--- src/rtl/maxpool_relu_nch.sv ---
// 2x2 / stride-2 max pooling with optional ReLU over NUM_CH parallel signed channels.
//
// Ports:
//   clk           - clock, rising edge
//   rst           - asynchronous active-high reset
//   relu_en       - clamp negative pooled results to zero (sampled on window-completing beats)
//   frame_restart - synchronous return to pixel (0,0); drops the same-cycle input beat
//   valid_in      - data_in carries a pixel this cycle
//   data_in       - NUM_CH packed samples, channel k at [k*DATA_BIT +: DATA_BIT]
//   valid_out     - data_out holds a new pooled pixel this cycle
//   data_out      - NUM_CH packed pooled samples, same packing as data_in
//   frame_done    - one-cycle pulse with the last pooled pixel of a frame
module maxpool_relu_nch #(
    parameter int unsigned DATA_BIT  = 12,
    parameter int unsigned NUM_CH    = 3,
    parameter int unsigned IN_WIDTH  = 24,
    parameter int unsigned IN_HEIGHT = 24,
    parameter int unsigned COL_BIT   = 5,
    parameter int unsigned ROW_BIT   = 5
) (
    input  logic                         clk,
    input  logic                         rst,
    input  logic                         relu_en,
    input  logic                         frame_restart,
    input  logic                         valid_in,
    input  logic [NUM_CH*DATA_BIT-1:0]   data_in,
    output logic                         valid_out,
    output logic [NUM_CH*DATA_BIT-1:0]   data_out,
    output logic                         frame_done
);

    localparam int unsigned LB_DEPTH = IN_WIDTH / 2;
    localparam int unsigned LB_BIT   = COL_BIT - 1;

    logic [COL_BIT-1:0]          col_q;
    logic [ROW_BIT-1:0]          row_q;
    logic signed [DATA_BIT-1:0]  h_q  [NUM_CH];
    logic signed [DATA_BIT-1:0]  lb_q [NUM_CH][LB_DEPTH];

    logic                        valid_out_q;
    logic                        frame_done_q;
    logic [NUM_CH*DATA_BIT-1:0]  data_out_q;

    logic signed [DATA_BIT-1:0]  sample [NUM_CH];
    logic signed [DATA_BIT-1:0]  hmax   [NUM_CH];
    logic signed [DATA_BIT-1:0]  pooled [NUM_CH];
    logic [NUM_CH*DATA_BIT-1:0]  pooled_flat;

    logic              col_last;
    logic              row_last;
    logic              beat;
    logic              win_done;
    logic [LB_BIT-1:0] lb_idx;

    assign col_last = (col_q == COL_BIT'(IN_WIDTH - 1));
    assign row_last = (row_q == ROW_BIT'(IN_HEIGHT - 1));
    // Restart wins over valid_in: the coincident beat is discarded.
    assign beat     = valid_in & ~frame_restart;
    assign win_done = beat & col_q[0] & row_q[0];
    assign lb_idx   = col_q[COL_BIT-1:1];

    // Signed compare only; no arithmetic, so the most-negative code is safe.
    always_comb begin
        pooled_flat = '0;
        for (int k = 0; k < NUM_CH; k++) begin
            sample[k] = data_in[k*DATA_BIT +: DATA_BIT];
            hmax[k]   = (sample[k] > h_q[k]) ? sample[k] : h_q[k];
            pooled[k] = (lb_q[k][lb_idx] > hmax[k]) ? lb_q[k][lb_idx] : hmax[k];
            if (relu_en && pooled[k][DATA_BIT-1]) begin
                pooled[k] = '0;
            end
            pooled_flat[k*DATA_BIT +: DATA_BIT] = pooled[k];
        end
    end

    always_ff @(posedge clk or posedge rst) begin
        if (rst) begin
            col_q        <= '0;
            row_q        <= '0;
            valid_out_q  <= 1'b0;
            frame_done_q <= 1'b0;
            data_out_q   <= '0;
            for (int k = 0; k < NUM_CH; k++) begin
                h_q[k] <= '0;
                for (int i = 0; i < LB_DEPTH; i++) begin
                    lb_q[k][i] <= '0;
                end
            end
        end else begin
            valid_out_q  <= win_done;
            frame_done_q <= win_done & col_last & row_last;
            if (win_done) begin
                data_out_q <= pooled_flat;
            end

            if (frame_restart) begin
                col_q <= '0;
                row_q <= '0;
            end else if (valid_in) begin
                if (col_last) begin
                    col_q <= '0;
                    row_q <= row_last ? '0 : row_q + 1'b1;
                end else begin
                    col_q <= col_q + 1'b1;
                end
                for (int k = 0; k < NUM_CH; k++) begin
                    if (!col_q[0]) begin
                        h_q[k] <= sample[k];
                    end else if (!row_q[0]) begin
                        // Top row of the window: park the horizontal max for the row below.
                        lb_q[k][lb_idx] <= hmax[k];
                    end
                end
            end
        end
    end

    assign valid_out  = valid_out_q;
    assign frame_done = frame_done_q;
    assign data_out   = data_out_q;

endmodule

--- config.mk ---
export PLATFORM = sky130hd
export DESIGN_NAME = maxpool_relu_nch
export DESIGN_NICKNAME = d
export VERILOG_FILES = /design/src/rtl/maxpool_relu_nch.sv
export SDC_FILE = /design/constraint.sdc
export NUM_CORES = 1
export LEC_CHECK = 0
export BUFFER_PORTS_ARGS = -buffer_cell sky130_fd_sc_hd__buf_4
export CAP_MARGIN = 30
export CORE_MARGIN = 3
export CORE_UTILIZATION = 40
export CTS_BUF_LIST = sky130_fd_sc_hd__clkbuf_16
export CTS_CLUSTER_DIAMETER = 150
export CTS_CLUSTER_SIZE = 30
export DETAILED_ROUTE_END_ITERATION = 16
export GPL_TIMING_DRIVEN = 0
export PLACE_DENSITY = 0.65
export SETUP_SLACK_MARGIN = 0.3
export SLEW_MARGIN = 10
export SYNTH_ARGS = -nofsm -noshare
export SYNTH_HDL_FRONTEND = slang
export SYNTH_SLANG_ARGS = --single-unit
export TNS_END_PERCENT = 10
--- constraint.sdc ---
create_clock -name clk -period 21.8 [get_ports clk]
set_input_delay 2.18 -clock clk [delete_from_list [all_inputs] [get_ports clk]]
set_output_delay 2.18 -clock clk [all_outputs]
set_load 0.02 [all_outputs]
# [After elaboration in Yosys (flattened, before gate mapping)]
# Index checks and enable logic that the tools add are counted.
[classes] muxes=30 n_bitwise=9 n_lt_le_gt_ge=8 n_reduce_logical=9 addsub=2 eq_ne=2
[ops] cell="$bwmux W144" count=3
[ops] cell="$mux W12" count=16
[ops] cell="$bmux W12 S4" count=3
[ops] cell="$gt A12 B12 Y1" count=6
[ops] cell="$demux W12 S4" count=1
[ops] cell="$mux W5" count=7
[ops] cell="$add A5 B1 Y5 const B" count=2
[ops] cell="$eq A5 B5 Y1 const B" count=2
[ops] cell="$and A1 B1 Y1" count=5
[ops] cell="$ge A5 B5 Y1 const B" count=1
[ops] cell="$lt A5 B1 Y1 const B" count=1
[ops] cell="$not A4 Y5" count=1
[ops] cell="$logic_and A1 B1 Y1" count=4
[ops] cell="$reduce_and A4 Y1" count=1
[ops] cell="$reduce_bool A2 Y1" count=2
[ops] cell="$not A1 Y1" count=3
[ops] cell="$reduce_and A3 Y1" count=1
[ops] cell="$reduce_and A2 Y1" count=1
[word_totals] out_inout_bits=38 word_cells=104 register_bits=516

# [Depth between registers and ports, before layout]
# Gate-level depths: netlist of the first run.
[logic_depth] depth_word=8 depth_mapped=25

# [Least setup slack after synthesis of the first run]
# Ideal clock, no wire load.
[synth_timing] kind="input -> register" start="input port data_in[9]" end="register data_out_q[1], in the netlist data_out[1]" path_stages=21 required_time_ps=21705 arrival_ps=6706 path_slack_ps=14999 path_cell_list="ha_1 > a21o_1 > a2111oi_4 > nand2_1 > o211ai_2 > buf_1 > mux2i_1 > clkbuf_1 > ha_1 > nor2b_1 > o21ai_0 > nand2b_1 > a21o_1 > a21o_1 > maj3_2 > maj3_2 > a21oi_2 > o21a_1 > o21ai_2 > buf_6 > o31ai_1"
[synth_between] elab_chain_len=6
[synth_lines] element="from (decl)" line_no="26" rtl="input logic [NUM_CH*DATA_BIT-1:0] data_in,"
[synth_lines] element="$gt A12 B12 Y1" line_no="67" rtl="hmax[k] = (sample[k] > h_q[k]) ? sample[k] : h_q[k];"
[synth_lines] element="$mux W12 *" line_no="67"
[synth_lines] element="$gt A12 B12 Y1" line_no="68" rtl="pooled[k] = (lb_q[k][lb_idx] > hmax[k]) ? lb_q[k][lb_idx] : hmax[k];"
[synth_lines] element="$mux W12 *" line_no="68"
[synth_lines] element="$logic_and A1 B1 Y1" line_no="69" rtl="if (relu_en && pooled[k][DATA_BIT-1]) begin"
[synth_lines] element="$mux W12 *" line_no="69"
[synth_lines] element="to (signal assigned)" line_no="93" rtl="data_out_q <= pooled_flat;"
[synth_lines] element="to (decl)" line_no="42" rtl="logic [NUM_CH*DATA_BIT-1:0] data_out_q;"
# Every way passes the cells marked *; elsewhere a longest branch is shown, timed or not.
# A chain may end at the register's enable or synchronous reset.

# [Worst setup path in the final report of the first run]
[layout_timing] start="input port data_in[23]" end="register data_out_q[15], in the netlist data_out[15]"
# The elaborated chain is that of the path after synthesis.

==> results of run 1 <==
## power breakdown
part           switching (mW)  total, mW  internal (mW)
combinational           0.375      0.575          0.199
clock                   0.304      0.482          0.178
sequential             0.0260       1.03           1.01
total                   0.705       2.09           1.38
## stage by stage
| stage | total power [mW] | utilization | hold WS (ps) | worst slack [ps] |
|---|---|---|---|---|
| after floorplan | 1.44 | - | 445 | 5210 |
| after global placement | 1.60 | 0.432 | 456 | 207 |
| after detailed placement | 1.62 | 0.435 | 465 | 13910 |
| after CTS | 2.09 | 0.444 | 490 | 14530 |
| after global routing | 2.19 | 0.444 | 504 | 14110 |
| final | 2.09 | 0.444 | 484 | 14530 |
## per-layer routing
metal,wire [um],vias to the layer above
li1,-,8534
met1,30400,9881
met5,0,-
met3,6960,233
met4,4980,0
met2,36900,999
## area by class of cell
cell class                 instances  area share
inverter                          48     0.00697
sequential                       516       0.480
clock inverter                     1     0.00112
timing repair buffer              87      0.0284
clock buffer                      21      0.0195
tap                              782      0.0364
buffer                           191      0.0292
multi-input combinational       1642       0.399
## sequential cells by signal (all words and copies together) (netlist names)
| register | cells |
|---|---|
| h_q | 36 |
| valid_out | 1 |
| col_q | 5 |
| lb_q | 432 |
| frame_done | 1 |
| data_out | 36 |
| row_q | 5 |
## kinds of logic (layout without fill, tap and decap cells)
kind of cell               after synthesis  count (layout)  share of synthesized area
xor gates and xnor gates                 7               7                    0.00249
and+or+nand+nor                        740             740                      0.125
muxes                                  174             174                      0.126
DFF                                    516             516                      0.525
AOI/OAI and AO/OA                      651             651                      0.147
buffers and inverters                  239             348                     0.0393
adders and majority gates               70              70                     0.0354
## cells in the final DEF (no fill, tap or decap), types with 4 or more instances in the layout
cell,n
or2_1,4
a211oi_1,6
nor2b_1,19
buf_2,22
nand3_1,14
and3_1,4
buf_1,8
nor3b_1,7
nor3_1,6
buf_16,4
ha_1,67
nand2b_1,6
a21o_1,7
o21a_1,6
xor2_1,4
o21ai_0,500
nand2_1,564
mux2_2,6
inv_1,46
nor2_1,61
dfrtp_1,516
mux4_2,108
o31ai_2,7
clkbuf_1,152
mux2i_1,60
nand4_1,11
o211ai_1,14
buf_6,4
and2_1,27
clkbuf_16,21
o21ai_1,6
o31ai_1,15
a21oi_1,48
a221oi_1,7
buf_4,85
nor4_1,6
## worst max-delay path, stage by stage
cell,delay (ps)
buf_4,130
ha_1,330
nand4_1,200
o2111ai_1,480
o21a_1,200
buf_4,170
clkbuf_1,340
nor2_1,70
a21oi_1,650
clkbuf_1,500
ha_1,380
a21o_1,180
a21o_1,170
a21oi_1,150
o221ai_1,130
a41oi_1,380
a41o_1,140
buf_2,210
a21oi_1,110
a41o_1,300
buf_2,200
a21oi_1,160
## worst paths after layout
kind	end	slack, ps	cells past startpoint
worst min register to register	lb_q[50]	480	2
worst max register to register	data_out[5]	14800	23
worst max-delay path	data_out[15]	14530	22
worst min-delay path	lb_q[50]	480	2
min in group asynchronous	data_out[8]	1720	2
max in group asynchronous	data_out[18]	18490	4
==> results by group, run 1 <==
Outcome
  – Outcome: complete, no violations

Worst setup path
  – Critical path capture point type: flip-flop
  – Setup CP Type: primary input to flip-flop
  – Worst Setup SP: data_in[23]
  – CP Max Fanout: 10
  – Startpoint types: primary input
  – Crit Reg-Reg Startpoint: col_q[2]
  – Critical path data arrival time: 7770 ps
  – Worst path required time: about 22000 ps

Clock tree
  – # resized after CTS: 0
  – CTS Buf Count: 21
  – Hold_buf cts: 0
  – Root buffer cell: clkbuf_16
  – CTS tree: done
  – CTS sink count: ~520
  – H-tree depth: 1
  – Total setup buffers inserted after CTS: 0
  – Clock buffer depth: 3
  – Worst-skew pair later-pin latency: 590 ps
  – Reg clk slew, reported paths: 110 ps

Synthesis
  – Mapped Avg Cell Area: 10.3 um2
  – Post-synthesis register bit count: 516
  – Top post-synthesis cells by area: dfrtp_1, o21ai_0, mux4_2
  – Cells after Synth: 2397
  – Commonest cells post-synth: nand2_1, dfrtp_1, o21ai_0, clkbuf_1, mux4_2
  – Synth async-reset ratio: 1.00
  – Post-synthesis net count: 2505
  – EDFF count, synth: 0
  – Post-synth top flop: dfrtp_1
  – Post-Syn Area: about 25000 um2
  – Yosys warns: 0
  – Synth unique cells: 68
  – Sequential area share after synthesis: 0.525
  – Yosys top cell area share: 0.525
  – Yosys top cell by area: dfrtp_1
  – Count leader, synth: nand2_1

STA
  – Hold Violations, Final: 0
  – Worst-Margin Slew: around 1000 ps
  – Max-slew violations: 0
  – Period minus WS final: 7270 ps
  – RSZ-0062 raised after global routing: no
  – Sum of negative setup slack: 0 ps
  – Final setup fails: 0
  – Slew margin rel.: 0.319
  – Final setup skew: about 35 ps
  – Crit share post-route: 0.333
  – FMAX: 0.138 GHz

Routing
  – Vias: 19600
  – ANT nets after route: 0
  – WL final: 79.3 mm
  – Initial DRC count: 2161
  – DRC Markers: 0
  – Avg WL per Cell: 24.1 um
  – Drt pass-1 iters: 5
  – Drt via density: 5.98

Floorplanning
  – Die area: 64500 um2
  – Die Ht: 254 um
  – Initial Utilization: 0.406
  – IO Pins: 79
  – # rows: 90
  – Overall die width: around 250 um
  – CORE AREA: 60600 um2

Power and ir drop
  – Leakage: 11.7 nW
  – Power Density: 77.6 nW/um2
  – Maximum vdd drop: 0.0694 mV

Worst hold path
  – Kind of path behind the tightest hold check: flip-flop to flip-flop
  – Min-Delay Startpoint: lb_q[50]

Place
  – IO buf count: 77
  – Gpl congestion: 0.905
  – HPWL after DPL: 56.6 mm
  – Post-place instance area: 26300 um2
  – Dpl cells: 3265

Global routing
  – Top Usage Layer GRT: met2
  – Vias in the first global route: 19700
  – Total grt overflow: 0
  – M2 GR Usage: 0.390
  – Pin count of the biggest net entering global routing: 125
  – First-pass GRT wire length: 119 mm
  – Initial antenna violation count: 0
  – GRT Total Usage: 0.245
  – Met1 Use GR: 0.317
  – Met3 Use GR: 0.0464

Finish
  – Fraction of layout cells with a size suffix above 1: 0.110
  – Post-route cell area: 26900 um2
  – Layout area overhead: 9.39%
  – ANT cells: 0
  – Multi-input logic area: around 11000 um2
  – Non-filler cells, final: 3288
  – Final-layout fill cell count: roughly 5700
  – Final nets: around 2600
  – Register area: 12900 um2

Run
  – Max cap viols: 0
Note: power is estimated with default switching activity, not from simulation.
==> inputs of run 2 (changes only) <==
--- a/config.mk
+++ b/config.mk
@@ -5,6 +5,7 @@
 export SDC_FILE = /design/constraint.sdc
 export NUM_CORES = 1
 export LEC_CHECK = 0
+export ABC_AREA = 1
 export BUFFER_PORTS_ARGS = -buffer_cell sky130_fd_sc_hd__buf_4
 export CAP_MARGIN = 30
 export CORE_MARGIN = 3
==> constraint.sdc (replaced) <==
create_clock -name clk -period 7.1 [get_ports clk]
set_input_delay 0.71 -clock clk [delete_from_list [all_inputs] [get_ports clk]]
set_output_delay 0.71 -clock clk [all_outputs]
set_load 0.02 [all_outputs]
==> run 2 against run 1 <==
Effect of this change:
- power grew to 3.5 times the previous value
- flip-flop and latch count is the same
- synthesized cell count grew 24%
- first-iteration DRC count grew 19%
- global-route usage grew 1.9 points
- final cell count grew 18%
- setup slack lost 12000 ps
- combinational power grew to 4.2 times the previous value
- clock power grew to 3.1 times the previous value
- largest power group unchanged
- highest routed layer unchanged
==> results by group, run 2 <==
Synthesis
  – EDFF count, synth: 0 (unchanged)
  – Post-synthesis mux area share: 0 (-0.126)
  – Yosys top cell area share: 0.522 (-0.00326)
  – Post-synth top flop: dfrtp_1
  – Post-synthesis net count: 3082 (+23%)
  – Synth Area in Adders: 0.0339 (-0.00159)
  – Count leader, synth: nand2_1
  – Top post-synthesis cells by area: dfrtp_1, nand2_1, o21ai_0
  – Largest family of logic cells by synthesized area: simple AND/OR/NAND/NOR gates
  – Post-synthesis register bit count: 516 (unchanged)
  – Commonest cells post-synth: nand2_1, dfrtp_1, o21ai_0, inv_1, nor2_1
  – Synth Area in Compound Gates: 0.183 (+0.0359)
  – Cells after Synth: 2974 (+24%)
  – Synth unique cells: 44 (-35%)
  – Synth async-reset ratio: 1.00 (unchanged)
  – Synth Area in Simple Gates: 0.195 (+0.0704)
  – Post-synthesis xor/xnor area fraction: 0.000354 (-0.00214)
  – Post-Syn Area: 24800 um2 (+0.63%)
  – Mapped Avg Cell Area: 8.32 um2 (-19%)
  – Yosys warns: 0 (unchanged)
  – Sequential area share after synthesis: 0.522 (-0.00326)
  – Yosys top cell by area: dfrtp_1

Worst setup path
  – CP Max Fanout: 10 (unchanged)
  – Startpoint types: flip-flop
  – Critical path data arrival time: 5520 ps (-2250 ps)
  – Setup CP Type: flip-flop to flip-flop
  – Worst path required time: 7590 ps (-14720 ps)
  – Critical path capture point type: flip-flop

STA
  – Final setup skew: 30.6 ps (-4.61 ps)
  – Hold Violations, Final: 0 (unchanged)
  – RSZ-0062 raised after global routing: no
  – Final setup fails: 0 (unchanged)
  – Max-slew violations: 0 (unchanged)
  – Worst setup margin: 2070 ps (-12460 ps)
  – Worst-Margin Slew: 1060 ps (+39.5 ps)
  – Hold Slack: 172 ps (-312 ps)
  – Period minus WS final: 5030 ps
  – FMAX: about 0.2 GHz
  – Crit share post-route: 0.708
  – Slew margin rel.: 0.293 (-0.0264)
  – Sum of negative setup slack: 0 ps (unchanged)

Finish
  – ANT cells: 0 (unchanged)
  – Final nets: 3209 (+23%)
  – Max FFs per register: 432 (unchanged)
  – Most frequent cells in the layout: nand2_1, dfrtp_1, o21ai_0
  – Layout area overhead: 10.2%
  – Post-layout util: 0.449 (+0.00457)
  – Fraction of layout cells with a size suffix above 1: 0.0668 (-0.0430)
  – Most common cell after layout, fill and taps aside: nand2_1
  – Non-filler cells, final: 3883 (+18%)
  – Biggest register: lb_q
  – Post-route cell area: 27300 um2 (+1.4%)

Routing
  – ANT nets after route: 0 (unchanged)
  – Avg WL per Cell: 22.2 um (-8.0%)
  – Drt via density: 5.65 (-5.4%)
  – Drt pass-1 iters: 6 (+1)
  – WL final: 86.2 mm (+8.6%)
  – Vias: 22000 (+12%)
  – Initial DRC count: 2578 (+19%)
  – DRC Markers: 0 (unchanged)

Power and ir drop
  – Total power: 7.29 mW (+250%)
  – Power Density: 267 nW/um2 (+240%)
  – Maximum vdd drop: 0.226 mV (+230%)
  – Leakage: 13.2 nW (+13%)

Clock tree
  – Worst-skew pair later-pin latency: 590 ps (about the same)
  – Clock buffer depth: 3 (unchanged)
  – Hold_buf cts: 0 (unchanged)
  – H-tree depth: 1 (unchanged)
  – Root buffer cell: clkbuf_16
  – CTS sink count: 516 (unchanged)
  – CTS tree: done
  – CTS Buf Count: 21 (unchanged)
  – Reg clk slew, reported paths: 120 ps (about the same)
  – Total setup buffers inserted after CTS: 0 (unchanged)
  – # resized after CTS: 0 (unchanged)

Floorplanning
  – IO Pins: 79 (unchanged)
  – Die area: 64900 um2 (+0.61%)
  – Die Ht: 255 um (+0.31%)
  – Initial Utilization: 0.407 (+0.00103)
  – CORE AREA: 60800 um2 (+0.37%)
  – Overall die width: 255 um (+0.31%)
  – # rows: 90 (unchanged)

Place
  – Gpl congestion: 0.977 (+7.9%)
  – IO buf count: 78 (+1.3%)
  – Pre-CTS setup slack: 1590 ps (-12330 ps)
  – Post-place instance area: 26700 um2 (+1.4%)
  – HPWL after DPL: 63.9 mm (+13%)
  – Dpl cells: 3858 (+18%)

Global routing
  – Total grt overflow: 0 (unchanged)
  – Vias in the first global route: 20900 (+5.8%)
  – First-pass GRT wire length: 129 mm (+8.5%)
  – Initial antenna violation count: 1 (+1)
  – GRT Total Usage: 0.264 (+0.0192)
  – Pin count of the biggest net entering global routing: 38 (-70%)

Run
  – Max cap viols: 0 (unchanged)

Outcome
  – Outcome: complete, no violations

Worst hold path
  – Kind of path behind the tightest hold check: primary input to async pin
==> run 2: cell count changes in the layout (fill, tap and decap cells not counted), sizes merged, moves of 36 or more <==
| cell | previous run | this run |
|---|---|---|
| nor2 | 61 | 173 |
| inv | 47 | 181 |
| mux4 | 108 | 0 |
| nand4 | 11 | 47 |
| nand2 | 564 | 915 |
| mux2i | 60 | 0 |
| a22oi | 2 | 128 |
| nand3 | 14 | 50 |
| o22ai | 1 | 45 |
==> run 2: final timing paths <==
check / startpoint / cells past startpoint / slack (ps) / to
setup / recovery: h_q[23] / 25 / 2070 / data_out[18]
max in group asynchronous: rst / 6 / 5630 / h_q[4]
setup reg to reg: h_q[23] / 25 / 2070 / data_out[18]
hold / removal: rst / 2 / 170 / lb_q[284]
hold reg to reg: lb_q[139] / 2 / 490 / lb_q[139]
min in group clk: data_in[1] / 3 / 390 / h_q[25]
==> run 2: layout make-up <==
type                            count  area, um2
Buffer                            205        906
Clock buffer                       21        526
Clock inverter                      2       38.8
Fill cell                        6021      33500
Inverter                          192        731
Multi-Input combinational cell   2061      10200
Sequential cell                   516      12900
Tap cell                          782        978
Timing Repair Buffer              104        982
==> run 2: cells by family (layout without fill, tap and decap cells) <==
| logic type | count (synthesis) | in the layout |
|---|---|---|
| fa+ha+maj | 67 | 67 |
| buf+inv | 397 | 524 |
| simple gates | 1198 | 1198 |
| compound gates | 795 | 795 |
| xor+xnor | 1 | 1 |
| flops | 516 | 516 |
==> run 2: critical path, stage by stage (launching register included) <==
cell and delay (ps):
dfrtp_1 380, inv_1 90, ha_1 280, a21o_1 200, nor2_1 170, nand3_1 130
nand2_1 70, nand3_1 140, buf_2 230, clkbuf_1 240, o21ai_0 820, clkbuf_1 460
ha_1 340, a21oi_1 150, o21ai_0 210, nand3_1 150, nand2_1 70, inv_2 70
nand2_1 50, nand2_2 80, nand3_4 100, nand2_1 110, nand3_2 90, buf_6 150
nand2_1 80, nand2_1 60
==> run 2: power by group <==
| part | total [mW] | leakage [nW] | internal (mW) | switching, mW |
|---|---|---|---|---|
| registers | 3.37 | 6.76 | 3.22 | 0.153 |
| logic | 2.42 | 6.19 | 0.775 | 1.64 |
| clock network | 1.50 | 0.275 | 0.550 | 0.947 |
==> run 2: per-layer routing <==
layer | vias up | GRT usage | wire length [um]
met2 | 912 | 0.418 | 38700
li1 | 10100 | - | -
met5 | - | 0 | 0
met1 | 10800 | 0.363 | 36400
met3 | 175 | 0.0477 | 7260
met4 | 0 | 0.0981 | 3780
